--- src/rtl/ro_freq_meter_if.sv ---
// Measurement-side signal bundle for ro_freq_meter.
// The ovf signal exists only when RO_MEAS_OVF_EN is defined.
interface ro_freq_meter_if #(
  parameter int CW = 16
);
  logic          ring_tap;
  logic          start;
  logic          shift;
  logic          busy;
  logic          done;
  logic [CW-1:0] count;
  logic          sdo;
`ifdef RO_MEAS_OVF_EN
  logic          ovf;
`endif

  modport master (
    output ring_tap, start, shift,
    input  busy, done, count, sdo
`ifdef RO_MEAS_OVF_EN
    , input ovf
`endif
  );

  modport slave (
    input  ring_tap, start, shift,
    output busy, done, count, sdo
`ifdef RO_MEAS_OVF_EN
    , output ovf
`endif
  );
endinterface

--- src/rtl/ro_freq_meter.sv ---
// Ring-oscillator frequency meter: counts synchronized ring_tap rises over a
// 2^GATE_LOG2-cycle gate, latches the result and shifts it out MSB first.
// Optional macro RO_MEAS_OVF_EN adds the ovf flag (prepended to the serial word).
module ro_freq_meter #(
  parameter int CW        = 16,
  parameter int GATE_LOG2 = 12
) (
  input logic           clk,
  input logic           reset,
  ro_freq_meter_if.slave mif
);

`ifdef RO_MEAS_OVF_EN
  localparam int SRW = CW + 1;
`else
  localparam int SRW = CW;
`endif

  typedef enum logic [1:0] {S_IDLE, S_GATE, S_DONE} state_t;

  state_t               r_state;
  logic                 r_tap_s1, r_tap_s2, r_tap_s3, r_tap_rise;
  logic                 r_sh_s1, r_sh_s2, r_sh_s3, r_sh_rise;
  logic [CW-1:0]        r_cnt;
  logic [CW-1:0]        r_count;
  logic [GATE_LOG2-1:0] r_timer;
  logic [SRW-1:0]       r_sr;
  logic                 r_busy;
  logic                 r_done;
`ifdef RO_MEAS_OVF_EN
  logic                 r_sat;
  logic                 r_ovf;
  logic                 w_sat_next;
`endif

  logic                 w_at_max;
  logic [CW-1:0]        w_cnt_next;
  logic                 w_begin;

  // Both asynchronous inputs get a 2-flop synchronizer, a delay flop and a
  // registered rising-edge pulse.
  always_ff @(posedge clk) begin
    if (reset) begin
      r_tap_s1   <= 1'b0;
      r_tap_s2   <= 1'b0;
      r_tap_s3   <= 1'b0;
      r_tap_rise <= 1'b0;
      r_sh_s1    <= 1'b0;
      r_sh_s2    <= 1'b0;
      r_sh_s3    <= 1'b0;
      r_sh_rise  <= 1'b0;
    end else begin
      r_tap_s1   <= mif.ring_tap;
      r_tap_s2   <= r_tap_s1;
      r_tap_s3   <= r_tap_s2;
      r_tap_rise <= r_tap_s2 & ~r_tap_s3;
      r_sh_s1    <= mif.shift;
      r_sh_s2    <= r_sh_s1;
      r_sh_s3    <= r_sh_s2;
      r_sh_rise  <= r_sh_s2 & ~r_sh_s3;
    end
  end

  // Saturating increment; the final-cycle rise is folded into the captured value.
  assign w_at_max   = &r_cnt;
  assign w_cnt_next = (r_tap_rise && !w_at_max) ? r_cnt + 1'b1 : r_cnt;
`ifdef RO_MEAS_OVF_EN
  assign w_sat_next = r_sat | (r_tap_rise & w_at_max);
`endif

  // start is honoured in IDLE and DONE only, and beats a coincident shift.
  assign w_begin = mif.start && (r_state != S_GATE);

  always_ff @(posedge clk) begin
    if (reset) begin
      r_state <= S_IDLE;
      r_cnt   <= '0;
      r_count <= '0;
      r_timer <= '0;
      r_sr    <= '0;
      r_busy  <= 1'b0;
      r_done  <= 1'b0;
`ifdef RO_MEAS_OVF_EN
      r_sat   <= 1'b0;
      r_ovf   <= 1'b0;
`endif
    end else if (w_begin) begin
      r_state <= S_GATE;
      r_cnt   <= '0;
      r_timer <= '1;
      r_busy  <= 1'b1;
      r_done  <= 1'b0;
`ifdef RO_MEAS_OVF_EN
      r_sat   <= 1'b0;
      r_ovf   <= 1'b0;
`endif
    end else begin
      case (r_state)
        S_GATE: begin
          r_cnt   <= w_cnt_next;
          r_timer <= r_timer - 1'b1;
`ifdef RO_MEAS_OVF_EN
          r_sat   <= w_sat_next;
`endif
          if (r_timer == '0) begin
            r_count <= w_cnt_next;
`ifdef RO_MEAS_OVF_EN
            r_sr    <= {w_sat_next, w_cnt_next};
            r_ovf   <= w_sat_next;
`else
            r_sr    <= w_cnt_next;
`endif
            r_busy  <= 1'b0;
            r_done  <= 1'b1;
            r_state <= S_DONE;
          end
        end
        S_DONE: begin
          if (r_sh_rise) r_sr <= {r_sr[SRW-2:0], 1'b0};
        end
        default: ;
      endcase
    end
  end

  assign mif.busy  = r_busy;
  assign mif.done  = r_done;
  assign mif.count = r_count;
  assign mif.sdo   = r_sr[SRW-1];
`ifdef RO_MEAS_OVF_EN
  assign mif.ovf   = r_ovf;
`endif

endmodule

--- src/flat_wrapper.sv ---
// flat-port wrapper written by rule: the top's interface ports become plain ports
module ro_freq_meter_flat 
#(
  parameter int CW        = 16,
  parameter int GATE_LOG2 = 12
)
  (clk, reset, mif_ring_tap, mif_start, mif_shift, mif_busy, mif_done, mif_count, mif_sdo);
  ro_freq_meter_if #(.CW(CW)) mif_i ();
  input logic clk;
  input logic reset;
  input wire logic [$bits(mif_i.ring_tap)-1:0] mif_ring_tap;
  input wire logic [$bits(mif_i.start)-1:0] mif_start;
  input wire logic [$bits(mif_i.shift)-1:0] mif_shift;
  output wire logic [$bits(mif_i.busy)-1:0] mif_busy;
  output wire logic [$bits(mif_i.done)-1:0] mif_done;
  output wire logic [$bits(mif_i.count)-1:0] mif_count;
  output wire logic [$bits(mif_i.sdo)-1:0] mif_sdo;
  assign mif_i.ring_tap = mif_ring_tap;
  assign mif_i.start = mif_start;
  assign mif_i.shift = mif_shift;
  assign mif_busy = mif_i.busy;
  assign mif_done = mif_i.done;
  assign mif_count = mif_i.count;
  assign mif_sdo = mif_i.sdo;
  ro_freq_meter #(.CW(CW), .GATE_LOG2(GATE_LOG2)) u_core (.clk(clk), .reset(reset), .mif(mif_i));
endmodule
--- config.mk ---
export PLATFORM = sky130hd
export DESIGN_NAME = ro_freq_meter_flat
export DESIGN_NICKNAME = d
export VERILOG_FILES = /design/src/rtl/ro_freq_meter_if.sv /design/src/rtl/ro_freq_meter.sv /design/src/flat_wrapper.sv
export SDC_FILE = /design/constraint.sdc
export NUM_CORES = 1
export LEC_CHECK = 0
export ABC_AREA = 1
export BUFFER_PORTS_ARGS = -buffer_cell sky130_fd_sc_hd__clkbuf_2
export CAP_MARGIN = 30
export CORE_MARGIN = 1
export CORE_UTILIZATION = 55
export CTS_BUF_LIST = sky130_fd_sc_hd__clkbuf_4
export DETAILED_ROUTE_END_ITERATION = 6
export GPL_ROUTABILITY_DRIVEN = 0
export HOLD_SLACK_MARGIN = 0.08
export PLACE_DENSITY = 0.71
export RECOVER_POWER = 50
export SETUP_SLACK_MARGIN = 0.05
export SLEW_MARGIN = 20
export SYNTH_ARGS = -nofsm -noshare
export SYNTH_HDL_FRONTEND = slang
export SYNTH_SLANG_ARGS = --single-unit
--- constraint.sdc ---
create_clock -name clk -period 1.9 [get_ports clk]
set_input_delay 0.19 -clock clk [delete_from_list [all_inputs] [get_ports clk]]
set_output_delay 0.19 -clock clk [all_outputs]
set_load 0.1 [all_outputs]
# After elaboration in Yosys (flattened, before gate mapping)
# Cells that the tools add are included.
# totals
reg_bits,71
output_inout_bits,19
word_cells,52
# classes
add_sub_neg,2
eq_ne,5
muxes,12
bitwise,5
reduce_logical,13
# ops
op,count
$mux W16,3
$pmux W16 S2,1
$mux W12,2
$add A16 B1 Y16 const B,1
$reduce_and A16 Y1,1
$logic_not A12 Y1,1
$sub A12 B1 Y12 const B,1
$mux W1,6
$ne A2 B1 Y1 const B,3
$reduce_bool A2 Y1,3
$reduce_and A2 Y1,2
$reduce_and A4 Y1,1
$not A1 Y1,3
$reduce_and A3 Y1,1
$and A1 B1 Y1,2
$eq A2 B1 Y1 const B,1
$eq A2 B2 Y1 const B,1
$logic_and A1 B1 Y1,2
$reduce_or A2 Y1,1
$logic_not A1 Y1,1

# Longest topological paths before layout
# Gate-level depths: netlist of the first run.
# depth
depth_word,6
depth_mapped,12

# Least setup slack after synthesis of the first run
# No wires, ideal clock.
# synth_timing
path_type,reg2reg
startpoint,register u_core.r_state[0]
endpoint,register u_core.r_sr[1]
arrival_time_ps,2198
required_time_ps,1782
slack_ps,-416
path_stages_with_launch,11
n_path_buf,2
synth_period_minus_slack_ps,2316
cell_sequence,dfxtp_1 > inv_1 > ha_1 > buf_2 > inv_2 > nor2_1 > nor3_1 > nand2_2 > buf_2 > a21oi_1 > a21oi_1
# synth_between
elab_chain_len,4
word_cells_on_any_way,10
# synth_lines
element,line,source
start: declaration,ro_freq_meter.sv:21,state_t r_state;
start signal: assignment,ro_freq_meter.sv:76,r_state <= S_IDLE;
start signal: assignment,ro_freq_meter.sv:88,r_state <= S_GATE;
start signal: assignment,ro_freq_meter.sv:115,r_state <= S_DONE;
branches (longest 4 deep; another with $reduce_and A4 Y1),--,
end signal: assignment,ro_freq_meter.sv:111,r_sr <= w_cnt_next;
end signal: assignment,ro_freq_meter.sv:119,"if (r_sh_rise) r_sr <= {r_sr[SRW-2:0], 1'b0};"
end: declaration,ro_freq_meter.sv:27,logic [SRW-1:0] r_sr;
# Several ways; the timed one is not identified.
# A chain may end at the register's enable or synchronous reset.

# Worst setup path after layout of the first run
# Same ends and word-level chain as after synthesis.

==> results of run 1 <==
==> critical path: stages, from the launching register on <==
cell	delay (ns)
dfxtp_1	0.44
inv_1	0.07
ha_1	0.19
inv_1	0.08
nor2_1	0.04
nor3_1	0.23
nand2_2	0.07
buf_4	0.23
a21oi_1	0.19
a21oi_1	0.09
==> stage by stage <==
step           worst slack (ns)  area (sq um)  cells  hold WS, ns
2_1_floorplan            0.0933          3690    550        0.297
4_1_cts                  0.0876          4090    663       0.0897
3_3_place_gp              0.156          3930    645        0.378
3_5_place_dp              0.133          3930    645        0.381
6_report                  0.176          4080    663        0.109
5_1_grt                  0.0398          4080    663        0.122
==> final cells by class <==
type                    instances  area (sq um)
clock buffers                   9          67.6
clock inverters                 7          63.8
fillers                       627          2350
inverters                      89           334
multi-input cells             369          1840
flip-flops and latches         70          1410
well taps                      77          96.3
repair buffers                 42           265
==> timing repair <==
| item | 4_1_cts | 5_1_grt |
|---|---|---|
| gates resized for setup | 0 | 7 |
| hold endpoints to repair | 2 | 0 |
| endpoints found under the setup margin | 0 | 34 |
| hold buffers | 2 | 0 |
==> routing by layer <==
layer  track usage (%)  vias to the layer above  share of wire, %
met4              11.4                        0               3.2
met1              32.3                     1592                45
li1                  -                     1813                 -
met2              44.6                      109                47
met3              4.06                       33               4.4
met5                 0                        -                 0
==> power by group through the flow <==
stage	Sequential (uW)	Clock, uW	Combinational [uW]
CTS	1620	970	468
detailed placement	1650	0	462
global route	1630	1050	522
finish	1620	962	462
global placement	1650	0	453
floorplan	1690	0	305
==> synthesized netlist by cell type, drive strengths merged <==
library cell / instances / area, sq um
nand2: 136 / 538
inv: 88 / 330
dfxtp: 70 / 1400
a21oi: 59 / 295
nand3: 52 / 275
nor2: 50 / 233
o21ai: 27 / 146
buf: 16 / 100
o21a: 12 / 90.1
nor3: 11 / 55.1
clkbuf: 6 / 22.5
ha: 6 / 75.1
nand4: 5 / 37.5
a211oi: 3 / 22.5
a31oi: 2 / 12.5
xor2: 2 / 17.5
a21o: 1 / 7.51
a221oi: 1 / 8.76
clkinv: 1 / 3.75
o22ai: 1 / 6.26
or2: 1 / 6.26
==> worst paths after layout <==
check	from	to	slack [ns]	cells after the start
setup / recovery	u_core.r_state[0]	u_core.r_sr[1]	0.18	9
hold / removal	reset	u_core.r_cnt[15]	0.11	4
setup reg to reg	u_core.r_state[0]	u_core.r_sr[1]	0.18	9
hold reg to reg	u_core.r_tap_s3	u_core.r_tap_rise	0.40	1
==> logic make-up (layout without fill, tap and decap cells) <==
family,Yosys count,in the layout,synth area share [%]
and+or+nand+nor,255,255,31.1
xor gates and xnor gates,2,2,0.475
AOI/OAI and AO/OA,106,106,16.0
buffers and inverters,111,147,12.4
DFF,70,70,38.0
adders and majority gates,6,6,2.04
==> flip-flops by register name (all words and copies together), names as in the netlist <==
name,cells
u_core.mif.count,16
u_core.r_cnt,16
u_core.r_sh_rise,1
u_core.r_sh_s1,1
u_core.r_sh_s2,1
u_core.r_sh_s3,1
u_core.r_sr,16
u_core.r_state,2
u_core.r_tap_rise,1
u_core.r_tap_s1,1
u_core.r_tap_s2,1
u_core.r_tap_s3,1
u_core.r_timer,12
==> cells in the final DEF, fill, tap and decap left out, drive strengths merged <==
master and count:
buf 14, inv 89, bufinv 1, a21o 1
o21ai 27, nor3 11, clkinv 6, nand3 52
a211oi 3, a221oi 1, nand4 5, a31oi 2
nor2 50, xor2 2, or2 1, nand2 136
dlygate4sd3 2, clkbuf 35, a21oi 59, o22ai 1
o21a 12, ha 6, dfxtp 70
==> results.json, run 1 <==
{
  "wl_per_cell_um": 13.1,
  "crit_arrival_ns": 2.05,
  "wl_mm": 8.72,
  "finalSetupTns_ns": 0,
  "maxCapViolations": 0,
  "coreArea_sq_um": 6420,
  "ys_types": 33,
  "drcViolationCount": 0,
  "power_density_nw_per_um2": 748,
  "slew_viol_final": 0,
  "h-tree-depth": 3,
  "intPower_uw": 2100,
  "final_hold_viol_count": 0,
  "clkSinkCount": 70,
  "end_kind": "flop",
  "worst_pin_slew_ns": 0.546,
  "slew_headroom_pct": 63.7,
  "drive_gt1_share_pct": 15.0,
  "fp.dieH_um": 83.9,
  "pwr-share-clk_pct": 31.6,
  "via_per_inst": 5.35,
  "sw_frac_of_total_pct": 31.2,
  "skew_ns": 0.00885,
  "ant_nets": 0,
  "start_kind": "flop",
  "synthesis.nets": 561,
  "syn-mean-instance-area_sq_um": 6.70,
  "cts_tree": "built",
  "setup_viol": 0,
  "grt_pass1_wl_mm": 14.6,
  "min_period_ns": 1.72,
  "path_clk_slew_ns": 0.12,
  "ys_seq_elements": 70,
  "insertion_delay_ns": 0.42,
  "cts_setup_buffers": 0,
  "cts-root-buf": "clkbuf_4",
  "ioPinCount": 24,
  "critPathKind": "flop to flop",
  "die_area_sq_um": 7030,
  "netlist_area_sq_um": 3680,
  "yosysWarnings": 0,
  "grtUsageTotal_pct": 26.0,
  "rsz0062_at_grt": "no",
  "p_sw_uw": 951,
  "synthToLayoutAreaGrowth_pct": 10.6,
  "hold_class": "input port to flop",
  "start_util_pct": 57.4,
  "sequentialPowerShare_pct": 53.3,
  "status": "complete, no violations",
  "critPathMaxFanout": 32,
  "nNetsFinal": 592,
  "dr.first_iter.drc_count": 205,
  "max_freq_mhz": 580,
  "firstDrtPassIters": 5,
  "power.total_uw": 3050,
  "insertedDiodeCount": 0,
  "vias": 3547,
  "ys_seq_area_share_pct": 38.0,
  "die_x_um": 83.9,
  "grt.overflow.total": 0,
  "irDropWorstVdd_v": 0.000463,
  "p_comb_share_pct": 15.2,
  "clk_path_buf_depth": 2,
  "synthesis.instances": 550,
  "antenna_found_initial": 0,
  "cp.required_ns": 2.22,
  "dp_hpwl_mm": 6.32,
  "grt_max_degree": 33,
  "cts-buffers-inserted": 9,
  "static-leakage-power_uw": 0.00194,
  "io_buffer_count": 23,
  "postLayoutCoreUtil_pct": 63.5,
  "first_global_vias": 3189,
  "std_cell_rows": 29,
  "min_period_over_period_pct": 90.7
}
No activity file was read; power rests on OpenSTA's default activity.
==> run 2, diff against run 1 <==
--- a/config.mk
+++ b/config.mk
@@ -9,12 +9,13 @@
 export BUFFER_PORTS_ARGS = -buffer_cell sky130_fd_sc_hd__clkbuf_2
 export CAP_MARGIN = 30
 export CORE_MARGIN = 1
-export CORE_UTILIZATION = 55
+export CORE_UTILIZATION = 46
 export CTS_BUF_LIST = sky130_fd_sc_hd__clkbuf_4
 export DETAILED_ROUTE_END_ITERATION = 6
 export GPL_ROUTABILITY_DRIVEN = 0
 export HOLD_SLACK_MARGIN = 0.08
-export PLACE_DENSITY = 0.71
+export MAX_ROUTING_LAYER = met4
+export PLACE_DENSITY = 0.61
 export RECOVER_POWER = 50
 export SETUP_SLACK_MARGIN = 0.05
 export SLEW_MARGIN = 20
==> run 2 against run 1 <==
  * Maximum frequency shrank 1.0%
  * Via count fell by 3.0%
  * Total power about the same
  * Combinational power up 2%
  * Cell count up 3.6%
  * Design area increased by 1.1%
  * Non-clock buffer count stayed put
  * Register-to-register slack worse by 0.02 ns
  * Die area increased by 19%
  * First-iteration DRC count is 42% lower
  * Utilization decreased by 10 points
  * Critical endpoint is now u_core.r_timer[8]
  * Largest power group unchanged
  * Highest routed layer unchanged
==> results.json, run 2 (synthesis gave the netlist of run 1 again) <==
{
  "status": "complete, no violations",
  "slew_headroom_pct": 57.0,
  "wl_mm": 8.95,
  "skew_ns": 0.0138,
  "die_x_um": 91.5,
  "dr.first_iter.drc_count": 119,
  "ioPinCount": 24,
  "grt.overflow.total": 0,
  "crit_start": "u_core.r_state[1]",
  "std_cell_rows": 32,
  "static-leakage-power_uw": 0.00195,
  "final_area_sq_um": 4120,
  "via_per_inst": 5.01,
  "die_area_sq_um": 8370,
  "layout_commonest_cell": "nand2_1",
  "power_density_nw_per_um2": 740,
  "r2r-end": "u_core.r_timer[8]",
  "h-tree-depth": 3,
  "clk_path_buf_depth": 2,
  "coreArea_sq_um": 7730,
  "final_cell_mix": "nand2_1 (127), inv_1 (84), dfxtp_1 (67), a21oi_1 (59), nand3_1 (49)",
  "drive_gt1_share_pct": 14.7,
  "first_global_vias": 3339,
  "finalSetupTns_ns": 0,
  "nNetsFinal": 592,
  "cts-buffers-inserted": 9,
  "min_period_over_period_pct": 91.7,
  "dpl_cell_area_sq_um": 3970,
  "final_hold_viol_count": 0,
  "synthToLayoutAreaGrowth_pct": 11.9,
  "critPathMaxFanout": 10,
  "vias": 3442,
  "cts_tree": "built",
  "cts_setup_buffers": 0,
  "slew_viol_final": 0,
  "grt_pass1_wl_mm": 15.4,
  "min_period_ns": 1.74,
  "timing.rr.start": "u_core.r_state[1]",
  "antenna_found_initial": 0,
  "whs_path_depth": 3,
  "io_buffer_count": 23,
  "fp.dieH_um": 91.5,
  "hold_class": "input port to flop",
  "rsz0062_at_grt": "no",
  "reg2regPathDepth": 7,
  "drcViolationCount": 0,
  "met2_usage_pct": 39.5,
  "start_kind": "flop",
  "grtUsageMet3_pct": 4.19,
  "end_kind": "flop",
  "grtUsageTotal_pct": 24.0,
  "clkSinkCount": 70,
  "max_freq_mhz": 574,
  "setup_viol": 0,
  "start_util_pct": 47.7,
  "irDropWorstVdd_v": 0.000403,
  "grt.busiest_layer": "met2",
  "critical_path.endpoint": "u_core.r_timer[8]",
  "critPathKind": "flop to flop",
  "maxCapViolations": 0,
  "setup_ws_ns": 0.158,
  "firstDrtPassIters": 4,
  "met1_usage_pct": 28.5,
  "cts-root-buf": "clkbuf_4",
  "wl_per_cell_um": 13.0,
  "crit_arrival_ns": 2.12,
  "pre_cts_ws_ns": 0.118,
  "r2r_slack_ns": 0.16,
  "path_clk_slew_ns": 0.12,
  "power.total_uw": 3050,
  "insertion_delay_ns": 0.42,
  "insertedDiodeCount": 0,
  "grt_max_degree": 33,
  "ant_nets": 0,
  "dp_hpwl_mm": 6.58,
  "worst_pin_slew_ns": 0.641,
  "cp.required_ns": 2.28
}
-- run 2: worst min path at each step --
stage          slack (ns)                end            from
2_1_floorplan        0.30     u_core.r_sh_s1       mif_shift
3_3_place_gp         0.38   u_core.r_sh_rise  u_core.r_sh_s3
3_5_place_dp         0.39     u_core.r_sh_s1       mif_shift
4_1_cts              0.18  u_core.r_timer[5]           reset
5_1_grt              0.18     u_core.r_sh_s1           reset
6_report             0.19  u_core.r_timer[7]           reset
-- run 2: worst max-delay path: stages (launching register included) --
cell	delay, ns
dfxtp_4	0.37
inv_1	0.06
ha_1	0.24
nor2_1	0.20
clkbuf_1	0.38
inv_1	0.13
a31oi_1	0.19
o21a_1	0.13
-- run 2: power by group --
| group | total, uW | switching (uW) | internal [uW] | leakage, uW |
|---|---|---|---|---|
| combinational | 472 | 313 | 160 | 0.00130 |
| sequential | 1620 | 71.6 | 1550 | 0.000574 |
| clock | 955 | 563 | 392 | 0.0000721 |
| total | 3050 | 947 | 2100 | 0.00195 |
-- run 2: area by class of cell --
type	instances	area [sq um]
flip-flops and latches	70	1410
repair buffers	42	294
clock buffers	9	67.6
fillers	790	3600
inverters	89	334
multi-input cells	369	1830
well taps	102	128
clock inverters	6	62.6
-- run 2: routing by layer --
layer,vias to the layer above,part of all wire [%]
li1,1805,-
met3,20,3.4
met1,1546,46
met5,-,0
met4,0,2.4
met2,71,48
-- run 2: metrics by stage --
step / util, % / hold slack (ns) / instances
floorplan: - / 0.297 / 550
global placement: 51.4 / 0.382 / 669
detailed placement: 51.4 / 0.388 / 669
CTS: 53.4 / 0.177 / 687
global route: 53.4 / 0.179 / 687
finish: 53.4 / 0.186 / 687
-- run 2: timing repair --
action,CTS,global route
hold buffers,3,0
resized for setup,0,4
hold endpoints to repair,3,0
setup endpoints to repair,0,30
